<file path="src/rtl/cmult_scheduler.sv">
// cmult_scheduler: round-robin arbiter sharing one fixed-latency complex multiplier
// between two requesters, with a tag pipeline routing each result back to its owner.
module cmult_scheduler #(
  parameter int DATAWIDTH = 16,
  parameter int LATENCY   = 4
) (
  input  logic                 clk,
  input  logic                 rst_n,
  input  logic                 sched_en,
  input  logic                 req0_valid,
  output logic                 req0_ready,
  input  logic [DATAWIDTH-1:0] req0_re_a,
  input  logic [DATAWIDTH-1:0] req0_im_a,
  input  logic [DATAWIDTH-1:0] req0_re_b,
  input  logic [DATAWIDTH-1:0] req0_im_b,
  input  logic                 req0_conj,
  input  logic                 req1_valid,
  output logic                 req1_ready,
  input  logic [DATAWIDTH-1:0] req1_re_a,
  input  logic [DATAWIDTH-1:0] req1_im_a,
  input  logic [DATAWIDTH-1:0] req1_re_b,
  input  logic [DATAWIDTH-1:0] req1_im_b,
  input  logic                 req1_conj,
  output logic [DATAWIDTH-1:0] mul_re_a,
  output logic [DATAWIDTH-1:0] mul_im_a,
  output logic [DATAWIDTH-1:0] mul_re_b,
  output logic [DATAWIDTH-1:0] mul_im_b,
  output logic                 mul_conj,
  input  logic [DATAWIDTH-1:0] mul_re_i,
  input  logic [DATAWIDTH-1:0] mul_im_i,
  output logic                 res0_valid,
  output logic [DATAWIDTH-1:0] res0_re,
  output logic [DATAWIDTH-1:0] res0_im,
  output logic                 res1_valid,
  output logic [DATAWIDTH-1:0] res1_re,
  output logic [DATAWIDTH-1:0] res1_im,
  output logic                 busy,
  output logic [15:0]          grant_cnt0,
  output logic [15:0]          grant_cnt1
);
  localparam int W = DATAWIDTH;
  localparam int S = LATENCY + 1;
  logic         gnt0, gnt1, xfer;
  logic         ptr_q, ptr_d;
  logic [W-1:0] mul_re_a_q, mul_re_a_d, mul_im_a_q, mul_im_a_d;
  logic [W-1:0] mul_re_b_q, mul_re_b_d, mul_im_b_q, mul_im_b_d;
  logic         mul_conj_q, mul_conj_d;
  logic [S-1:0] tv_q, tv_d, tid_q, tid_d;
  logic         res0_valid_q, res0_valid_d, res1_valid_q, res1_valid_d;
  logic [W-1:0] res0_re_q, res0_re_d, res0_im_q, res0_im_d;
  logic [W-1:0] res1_re_q, res1_re_d, res1_im_q, res1_im_d;
  logic [15:0]  cnt0_q, cnt0_d, cnt1_q, cnt1_d;
  // ptr_q=0 favours requester 0 on contention; it moves past whoever was just served
  always_comb begin
    gnt0         = rst_n & sched_en & req0_valid & (~req1_valid | ~ptr_q);
    gnt1         = rst_n & sched_en & req1_valid & (~req0_valid | ptr_q);
    xfer         = gnt0 | gnt1;
    ptr_d        = xfer ? gnt0 : ptr_q;
    mul_re_a_d   = gnt0 ? req0_re_a : gnt1 ? req1_re_a : '0;
    mul_im_a_d   = gnt0 ? req0_im_a : gnt1 ? req1_im_a : '0;
    mul_re_b_d   = gnt0 ? req0_re_b : gnt1 ? req1_re_b : '0;
    mul_im_b_d   = gnt0 ? req0_im_b : gnt1 ? req1_im_b : '0;
    mul_conj_d   = gnt0 ? req0_conj : gnt1 & req1_conj;
    tv_d         = {tv_q[S-2:0], xfer};
    tid_d        = {tid_q[S-2:0], gnt1};
    res0_valid_d = tv_q[S-1] & ~tid_q[S-1];
    res1_valid_d = tv_q[S-1] & tid_q[S-1];
    res0_re_d    = res0_valid_d ? mul_re_i : res0_re_q;
    res0_im_d    = res0_valid_d ? mul_im_i : res0_im_q;
    res1_re_d    = res1_valid_d ? mul_re_i : res1_re_q;
    res1_im_d    = res1_valid_d ? mul_im_i : res1_im_q;
    cnt0_d       = cnt0_q + {15'd0, gnt0 & ~&cnt0_q};
    cnt1_d       = cnt1_q + {15'd0, gnt1 & ~&cnt1_q};
  end
  always_ff @(posedge clk or negedge rst_n) begin
    if (!rst_n) begin
      ptr_q        <= 1'b0;
      mul_re_a_q   <= '0;
      mul_im_a_q   <= '0;
      mul_re_b_q   <= '0;
      mul_im_b_q   <= '0;
      mul_conj_q   <= 1'b0;
      tv_q         <= '0;
      tid_q        <= '0;
      res0_valid_q <= 1'b0;
      res1_valid_q <= 1'b0;
      res0_re_q    <= '0;
      res0_im_q    <= '0;
      res1_re_q    <= '0;
      res1_im_q    <= '0;
      cnt0_q       <= '0;
      cnt1_q       <= '0;
    end else begin
      ptr_q        <= ptr_d;
      mul_re_a_q   <= mul_re_a_d;
      mul_im_a_q   <= mul_im_a_d;
      mul_re_b_q   <= mul_re_b_d;
      mul_im_b_q   <= mul_im_b_d;
      mul_conj_q   <= mul_conj_d;
      tv_q         <= tv_d;
      tid_q        <= tid_d;
      res0_valid_q <= res0_valid_d;
      res1_valid_q <= res1_valid_d;
      res0_re_q    <= res0_re_d;
      res0_im_q    <= res0_im_d;
      res1_re_q    <= res1_re_d;
      res1_im_q    <= res1_im_d;
      cnt0_q       <= cnt0_d;
      cnt1_q       <= cnt1_d;
    end
  end
  assign req0_ready = gnt0;
  assign req1_ready = gnt1;
  assign mul_re_a   = mul_re_a_q;
  assign mul_im_a   = mul_im_a_q;
  assign mul_re_b   = mul_re_b_q;
  assign mul_im_b   = mul_im_b_q;
  assign mul_conj   = mul_conj_q;
  assign res0_valid = res0_valid_q;
  assign res0_re    = res0_re_q;
  assign res0_im    = res0_im_q;
  assign res1_valid = res1_valid_q;
  assign res1_re    = res1_re_q;
  assign res1_im    = res1_im_q;
  assign busy       = |tv_q;
  assign grant_cnt0 = cnt0_q;
  assign grant_cnt1 = cnt1_q;
endmodule

</file>
<file path="config.mk">
export PLATFORM = sky130hd
export DESIGN_NAME = cmult_scheduler
export DESIGN_NICKNAME = d
export VERILOG_FILES = /design/src/rtl/cmult_scheduler.sv
export SDC_FILE = /design/constraint.sdc
export NUM_CORES = 1
export LEC_CHECK = 0
export CORE_AREA = 2 2 130 132
export DETAILED_ROUTE_END_ITERATION = 8
export DIE_AREA = 0 0 132 134
export PLACE_DENSITY = 0.84
export SKIP_LAST_GASP = 1
export SYNTH_ARGS = -nofsm -noshare
export SYNTH_HDL_FRONTEND = slang
export SYNTH_SLANG_ARGS = --single-unit
export TNS_END_PERCENT = 1
</file>
<file path="constraint.sdc">
create_clock -name clk -period 5.4 [get_ports clk]
set_clock_uncertainty 0.15 [all_clocks]
set_input_delay 1.08 -clock clk [delete_from_list [all_inputs] [get_ports clk]]
set_output_delay 1.08 -clock clk [all_outputs]
set_load 0.03 [all_outputs]
</file>
-- Yosys cells after proc, flatten, opt, wreduce, memory -nomap -nowiden
Index checks and enable logic that the tools add are counted.
- bits in registers: 174
- bits of input ports: 167
- output and inout bits: 166
- logic and storage cells: 49
- add/subtract/negate cells: 2
- mux-type cells: 9
- bitwise logic cells: 17
- reduce and logical (&&, ||, !) cells: 5
- operator list (cell ; count):
    two-way mux 16 bit ; 8
    adder 16 x 1 -> 16 bit ; 2
    AND reduction 16 bit ; 2
    AND 1 bit ; 10
    OR reduction 5 bit ; 1
    inverter 1 bit ; 4
    OR 1 bit ; 3
    zero test 1 bit ; 2
    two-way mux 1 bit ; 1

-- Longest topological paths before layout
Gate-level depths: netlist (run 1).
- word-level depth: 5
- mapped depth: 10
- mapped depth without buffers: 10

-- Worst setup path before layout (run 1)
Ideal clock, no wire load.
- path type: input -> register
- start point: input port req1_valid
- end point: register cnt1_q[14], in the netlist grant_cnt1[14]
- arrival: 2872 ps
- path slack: 2297 ps
- stages: 10
- buffers on the path: 1
- path through: nand3_1 -> a21oi_2 -> buf_2 -> o21a_1 -> ha_1 -> ha_1 -> and4_1 -> nand2_1 -> nor3_1 -> xor2_1
- cells in the longest elaborated chain, start to end: 4
- RTL lines (element ; RTL line ; RTL):
    from (decl) ; 17 ; input logic req1_valid,
    AND 1 bit (2 in a row) ; 56 ; gnt1 = rst_n & sched_en & req1_valid & (~req0_valid | ptr_q);
    named net req1_ready ; 18 ; output logic req1_ready,
    AND 1 bit ; 73 ; cnt1_d = cnt1_q + {15'd0, gnt1 & ~&cnt1_q};
    adder 16 x 1 -> 16 bit ; 73 ;
    named net cnt1_d[14] ; 52 ; logic [15:0] cnt0_q, cnt0_d, cnt1_q, cnt1_d;
    to (signal assigned) ; 109 ; cnt1_q <= cnt1_d;
    to (decl) ; 52 ;
The timed path passes the listed nets, and every way through them passes these cells.
A chain may end at the register's enable or synchronous reset.

-- Worst setup path in the final report (run 1)
- start point: input port req1_valid
- end point: output port req1_ready
- cells in the longest elaborated chain, start to end: 2
- RTL lines (element ; RTL line):
    AND 1 bit (2 in a row) ; 56
    to (decl) ; 18
No other way between the ends.

==> key figures, run 1 <==
Status
  – Status: finished clean

Logic synthesis
  – Fraction of registers with async set/reset: 1.00
  – Syn_area_per_cell: 15.2 µm²
  – Area contributors post-synth: dfrtp_1 68%, mux2_2 11%, a22o_1 8.8%, xnor2_1 2.7%, buf_2 1.5%
  – Synth Net Count: 596
  – Post-synthesis sequential area ratio: 0.677
  – Area leader, netlist: dfrtp_1
  – Mapped Area: 0.00643 mm²
  – Synth cell types: 24
  – Flop and latch count out of synthesis: 174
  – Number of synthesized flops with an enable pin: 0
  – Syn. warnings: 0
  – Post-Synthesis Cells: 423
  – Area fraction of the dominant cell type after synthesis: 0.677
  – Most common cell in the netlist: dfrtp_1
  – Commonest cells in the synthesized netlist: 174 x dfrtp_1, 65 x a22o_1, 64 x mux2_2, 20 x xnor2_1, 19 x buf_2
  – Main synth FF type: dfrtp_1

GRT
  – Total track usage: 0.210
  – Vias in the first global route: 5287
  – Largest net degree at the start of global routing: 85
  – Antenna violations before repair: 1
  – GR Overflow Total: 0
  – First-pass GRT wire length: 28.7 mm

STA
  – Final setup violation count: 0
  – Tcrit/Tclk final: 0.734
  – Pins Over Slew Limit: 0
  – Worst-margin pin slew: 1.02 ns
  – Min Tclk post-route: 3.97 ns
  – Fin Setup TNS: 0 ns
  – Worst slew margin: 0.320
  – Max Fclk: 252 MHz
  – Final Hold Fails: 0
  – RSZ-0062 raised after global routing: no

Worst setup path
  – Critical Path RT: 4.17 ns
  – Worst Path Arrival: 2.74 ns
  – Critical Path Start Type: input port
  – Reg-to-reg slack, setup: 2.41 ns
  – Critical path fanouts, max: 4
  – Reg-to-Reg End: grant_cnt1[14]
  – FF-to-FF Start: ptr_q
  – R2r worst-path depth: 10
  – CP Class: input port to output pin
  – CP Capture Type: output pin

Drt
  – Number of iterations in the first detailed-routing pass: 4
  – WL/cell: 18.7 µm
  – Vias/cell: 4.96
  – Antenna-violating nets left: 0
  – Starting DRT DRC Count: 199
  – Via Count: 4918
  – Routed WL: 18.5 mm
  – # DRC: 0

Flow run
  – Max-Cap Viols: 0

Power and ir drop
  – Switch share: 0.316
  – Internal power: 2.77 mW
  – Leak: 4.57 nW
  – Power Total: 4.05 mW
  – Power per cell area: 383 mW/mm²
  – Switching power of the nets: 1.28 mW
  – Max VDD drop: 200 µV
  – Sequential share of power: 0.402
  – Share of power burned in the clock network: 0.304
  – Combinational fraction of design power: 0.294

Min path
  – Hold Crit Start: tid_q[2]
  – Worst Hold Class: register to register
  – Worst hold stages: 0
  – Worst hold endpoint: tid_q[3]

Clocking
  – TritonCTS clock tree: done
  – Clk Latency, worst-skew pair: 0.42 ns
  – Clock tree sinks: 174
  – TritonCTS buffer count: 17
  – Post-CTS Resized: 0
  – CTS hold repair buffers: 0
  – Clock tree buffer depth: 2
  – Worst-path clk slew: 0.06 ns
  – Postcts setup bufs: 0
  – Root buffer cell: clkbuf_16
  – H-tree Lvls: 4

Floorplan
  – Die X: 132 µm
  – Core outline area: 0.0163 mm²
  – Initial Util: 0.395
  – I/O pin count: 333
  – Full die area: 0.0177 mm²
  – Core Rows: 47
  – Die height: 134 µm

Placement
  – Port-buffer cells: 332
  – Detail Placement HPWL: 13.8 mm
  – Placer Congestion: 0.945

Final layout
  – Final nets: 931
  – Share of cells above drive strength 1: 0.139
  – P&R area growth vs syn: 64.5%
==> registers in the layout (all words and copies together), names as in the netlist <==
name / flops
res1_im: 16
tid_q: 5
res0_re: 16
mul_conj: 1
mul_re_a: 16
grant_cnt0: 16
mul_im_a: 16
mul_re_b: 16
res1_re: 16
grant_cnt1: 16
tv_q: 5
res0_valid: 1
res0_im: 16
ptr_q: 1
mul_im_b: 16
res1_valid: 1
==> power groups by stage <==
stage                     Sequential [mW]  Clock [mW]  Combinational (mW)
after global routing                 1.65        1.32                1.24
after floorplan                      2.02           0               0.197
after CTS                            1.63        1.27                1.20
after global placement               1.63           0                1.17
after detailed placement             1.65           0                1.20
final                                1.63        1.23                1.19
==> final cells by class <==
cell class | count | area (µm²)
timing repair buffer | 338 | 3370
clock inverter | 12 | 154
fill | 1187 | 5710
tap | 220 | 275
sequential | 174 | 4350
antenna | 1 | 2.50
clock buffer | 20 | 447
multi-input combinational | 225 | 1970
inverter | 2 | 7.51
==> through the flow <==
stage	instance area (µm²)	instances	worst slack (ns)	hold slack (ns)	util
3_3_place_gp	9980	959	1.18	0.182	0.613
3_5_place_dp	9980	959	1.09	0.185	0.613
6_report	10600	992	1.43	0.199	0.650
4_1_cts	10600	991	1.41	0.200	0.650
2_1_floorplan	6430	423	2.30	0.181	-
5_1_grt	10600	992	1.31	0.206	0.650
==> worst max-delay path: stages <==
cell and delay (ns):
clkdlybuf4s50_1 0.53, nand3_1 0.16, a21oi_4 0.24, clkdlybuf4s50_1 0.72
==> per-layer routing <==
metal | vias up | GRT usage | routed length (µm)
li1 | 2220 | - | -
met1 | 2434 | 0.248 | 7260
met2 | 234 | 0.356 | 9380
met3 | 30 | 0.0711 | 1450
met4 | 0 | 0.0839 | 418
met5 | - | 0 | 0
==> worst max path at each step <==
stage | cells after the start | from | slack (ns) | end
after floorplan | 10 | req1_valid | 2.30 | grant_cnt1[14]
after global placement | 11 | req1_valid | 1.18 | grant_cnt1[14]
after detailed placement | 11 | req1_valid | 1.09 | grant_cnt1[14]
after CTS | 4 | req1_valid | 1.41 | req1_ready
after global routing | 11 | req1_valid | 1.31 | grant_cnt1[14]
final | 4 | req1_valid | 1.43 | req1_ready
==> layout by cell type, fill, tap and decap left out, types with 2 or more instances in the layout <==
cell	instances
nand4_1	10
nor2_1	5
nand3_1	15
ha_1	6
and3_1	4
xnor2_1	20
xor2_1	8
clkbuf_16	17
o21a_1	2
dfrtp_1	174
clkbuf_1	2
nor3_1	4
nand2_1	11
buf_4	6
a21oi_4	2
inv_8	3
clkinv_4	5
mux2_2	64
clkdlybuf4s50_1	331
bufinv_16	2
and4_1	4
a22o_1	65
==> logic make-up after synthesis <==
logic type / after synthesis / synth area share
simple gates: 57 / 0.0478
buf+inv: 24 / 0.0194
fa+ha+maj: 6 / 0.0117
flops: 174 / 0.677
mux: 64 / 0.112
compound gates: 70 / 0.0943
xor+xnor: 28 / 0.0381
Note: power is estimated with default switching activity, not from simulation.
==> run 2: changes to the inputs <==
CORE_AREA = not set   (was 2 2 130 132)
CORE_UTILIZATION = 36   (was not set)
DIE_AREA = not set   (was 0 0 132 134)
PLACE_DENSITY = 0.81   (was 0.84)
clock period = 3.6 ns   (was 5.4 ns; I/O delays follow)
==> run 2 against run 1 <==
  * Final area rose by 0.79%
  * Flip-flop and latch count did not move
  * Sequential share of layout area fell by 0.32 points
  * Worst setup slack got worse by 0.64 ns
  * Utilization fell by 3.5 points
  * Count of clock-buffer cells in the layout fell by 1
  * Register-to-register slack got worse by 1.3 ns
  * Non-clock buffer count did not move
==> key figures, run 2 (synthesized netlist as in run 1, its figures left out) <==
Clocking
  – Root buffer cell: clkbuf_16
  – TritonCTS clock tree: done
  – H-tree Lvls: 4
  – Worst-path clk slew: 0.07 ns
  – CTS hold repair buffers: 0
  – Post-CTS Resized: 0
  – Clock tree sinks: 174
  – Clk Latency, worst-skew pair: 0.42 ns
  – Postcts setup bufs: 0
  – TritonCTS buffer count: 17
  – Clock tree buffer depth: 2

Drt
  – Via Count: 4937
  – Routed WL: 18.4 mm
  – M1 WL: 7.19 mm
  – Antenna-violating nets left: 0
  – Top routing layer in use: met4
  – Routed length on met3: 1.50 mm
  – Number of iterations in the first detailed-routing pass: 4
  – Vias/cell: 4.96
  – Starting DRT DRC Count: 177
  – # DRC: 0
  – WL/cell: 18.5 µm
  – DR WL met2: 9.35 mm

Placement
  – Placed instance count: 964
  – Port-buffer cells: 332
  – Dpl cell area: 0.00999 mm²
  – Detail Placement HPWL: 13.5 mm
  – Placer Congestion: 0.967

Worst setup path
  – Critical Path, Cell by Cell: clkdlybuf4s50_1 > nand3_1 > a21oi_4 > o21a_1 > ha_1 > ha_1 > and4_1 > nand2_1 > nor3_1 > xor2_1
  – CP dominant cell by count: ha_1
  – Critical path fanouts, max: 3
  – Critical Path RT: 3.79 ns
  – CP Class: input port to register
  – FF-to-FF Start: grant_cnt1[10]
  – Delay of the slowest cell on the worst path: 0.53 ns
  – Worst Path Arrival: 2.99 ns
  – Reg-to-Reg End: grant_cnt1[14]
  – Critical Path Start Type: input port
  – CP Capture Type: register
  – Reg-to-reg slack, setup: 1.09 ns
  – Slowest cell on crit path: clkdlybuf4s50_1
  – R2r worst-path depth: 10

GRT
  – First-pass GRT wire length: 28.3 mm
  – Vias in the first global route: 5228
  – Antenna violations before repair: 0
  – Largest net degree at the start of global routing: 68
  – Total track usage: 0.205
  – GR Overflow Total: 0

STA
  – Final setup violation count: 0
  – Worst slew margin: 0.338
  – Max Fclk: 357 MHz
  – RSZ-0062 raised after global routing: no
  – Pins Over Slew Limit: 0
  – Fin Setup TNS: 0 ns
  – Min Tclk post-route: 2.80 ns
  – Worst-margin pin slew: 0.991 ns
  – Tcrit/Tclk final: 0.778
  – Final Hold Fails: 0

Power and ir drop
  – Power per cell area: 593 mW/mm²
  – Max VDD drop: 348 µV
  – Leak: 4.61 nW

Floorplan
  – Die height: 136 µm
  – Core Rows: 48
  – Full die area: 0.0184 mm²
  – I/O pin count: 333
  – Core outline area: 0.0174 mm²
  – Die X: 136 µm
  – Initial Util: 0.371

Min path
  – Worst hold endpoint: tid_q[2]
  – Worst Hold Class: register to register
  – Worst hold stages: 0
  – Hold Crit Start: tid_q[1]

Final layout
  – Most frequent cells in the layout: 329 x clkdlybuf4s50_1, 174 x dfrtp_1, 65 x a22o_1
  – Commonest non-fill, non-tap cell in the layout: clkdlybuf4s50_1
  – Diodes inserted: 0
  – Final nets: 931
  – Post-Layout Inst Area: 0.0107 mm²
  – Share of cells above drive strength 1: 0.143
  – Non-Filler Instances: 995
  – P&R area growth vs syn: 65.8%

Status
  – Status: finished clean

Flow run
  – Max-Cap Viols: 0
==> run 2: changes by cell type in the layout (fill, tap and decap cells not counted), sizes merged, moves of 2 or more <==
cell	previous run	this run
clkinv	5	2
bufinv	2	6
buf	7	9
clkdlybuf4s50	331	329
==> run 2: per-layer routing <==
metal,track usage,vias to the layer above
met5,0,-
li1,-,2209
met4,0.0749,0
met1,0.240,2472
met3,0.0655,25
met2,0.351,231
==> run 2: how the worst max path moves through the flow <==
stage | start | end | slack [ns]
after floorplan | req1_valid | grant_cnt1[14] | 0.86
after global placement | req1_valid | grant_cnt1[14] | 0.45
after detailed placement | req1_valid | grant_cnt1[14] | 0.36
after CTS | req0_valid | req0_ready | 0.78
after global routing | req1_valid | grant_cnt1[14] | 0.65
final | req1_valid | grant_cnt1[14] | 0.80
==> run 2: area by class of cell <==
class                           count  area (µm²)
Multi-Input combinational cell    225        1980
Sequential cell                   174        4350
Tap cell                          225         282
Clock inverter                     12         228
Inverter                            2        7.51
Fill cell                        1295        6690
Clock buffer                       19         453
Timing Repair Buffer              338        3360
==> run 2: power breakdown <==
group | switching (mW) | total (mW) | internal, mW
logic | 0.924 | 1.77 | 0.845
clock network | 0.772 | 2.12 | 1.34
registers | 0.193 | 2.44 | 2.25
==> run 2: critical path, delay by kind of cell <==
family	cells	cell delay [ns]
and+or+nand+nor	4	0.76
AOI/OAI and AO/OA	2	0.36
xor gates and xnor gates	1	0.18
adders and majority gates	2	0.44
buffers and inverters	1	0.53
==> run 2: stage by stage <==
stage                     hold slack (ns)  utilization  power (mW)  setup WS (ns)
after floorplan                     0.181            -        3.32          0.857
after global placement              0.183        0.575        4.21          0.446
after detailed placement            0.187        0.575        4.26          0.361
after CTS                           0.201        0.615        6.38          0.785
after global routing                0.203        0.615        6.58          0.650
final                               0.198        0.615        6.33          0.800
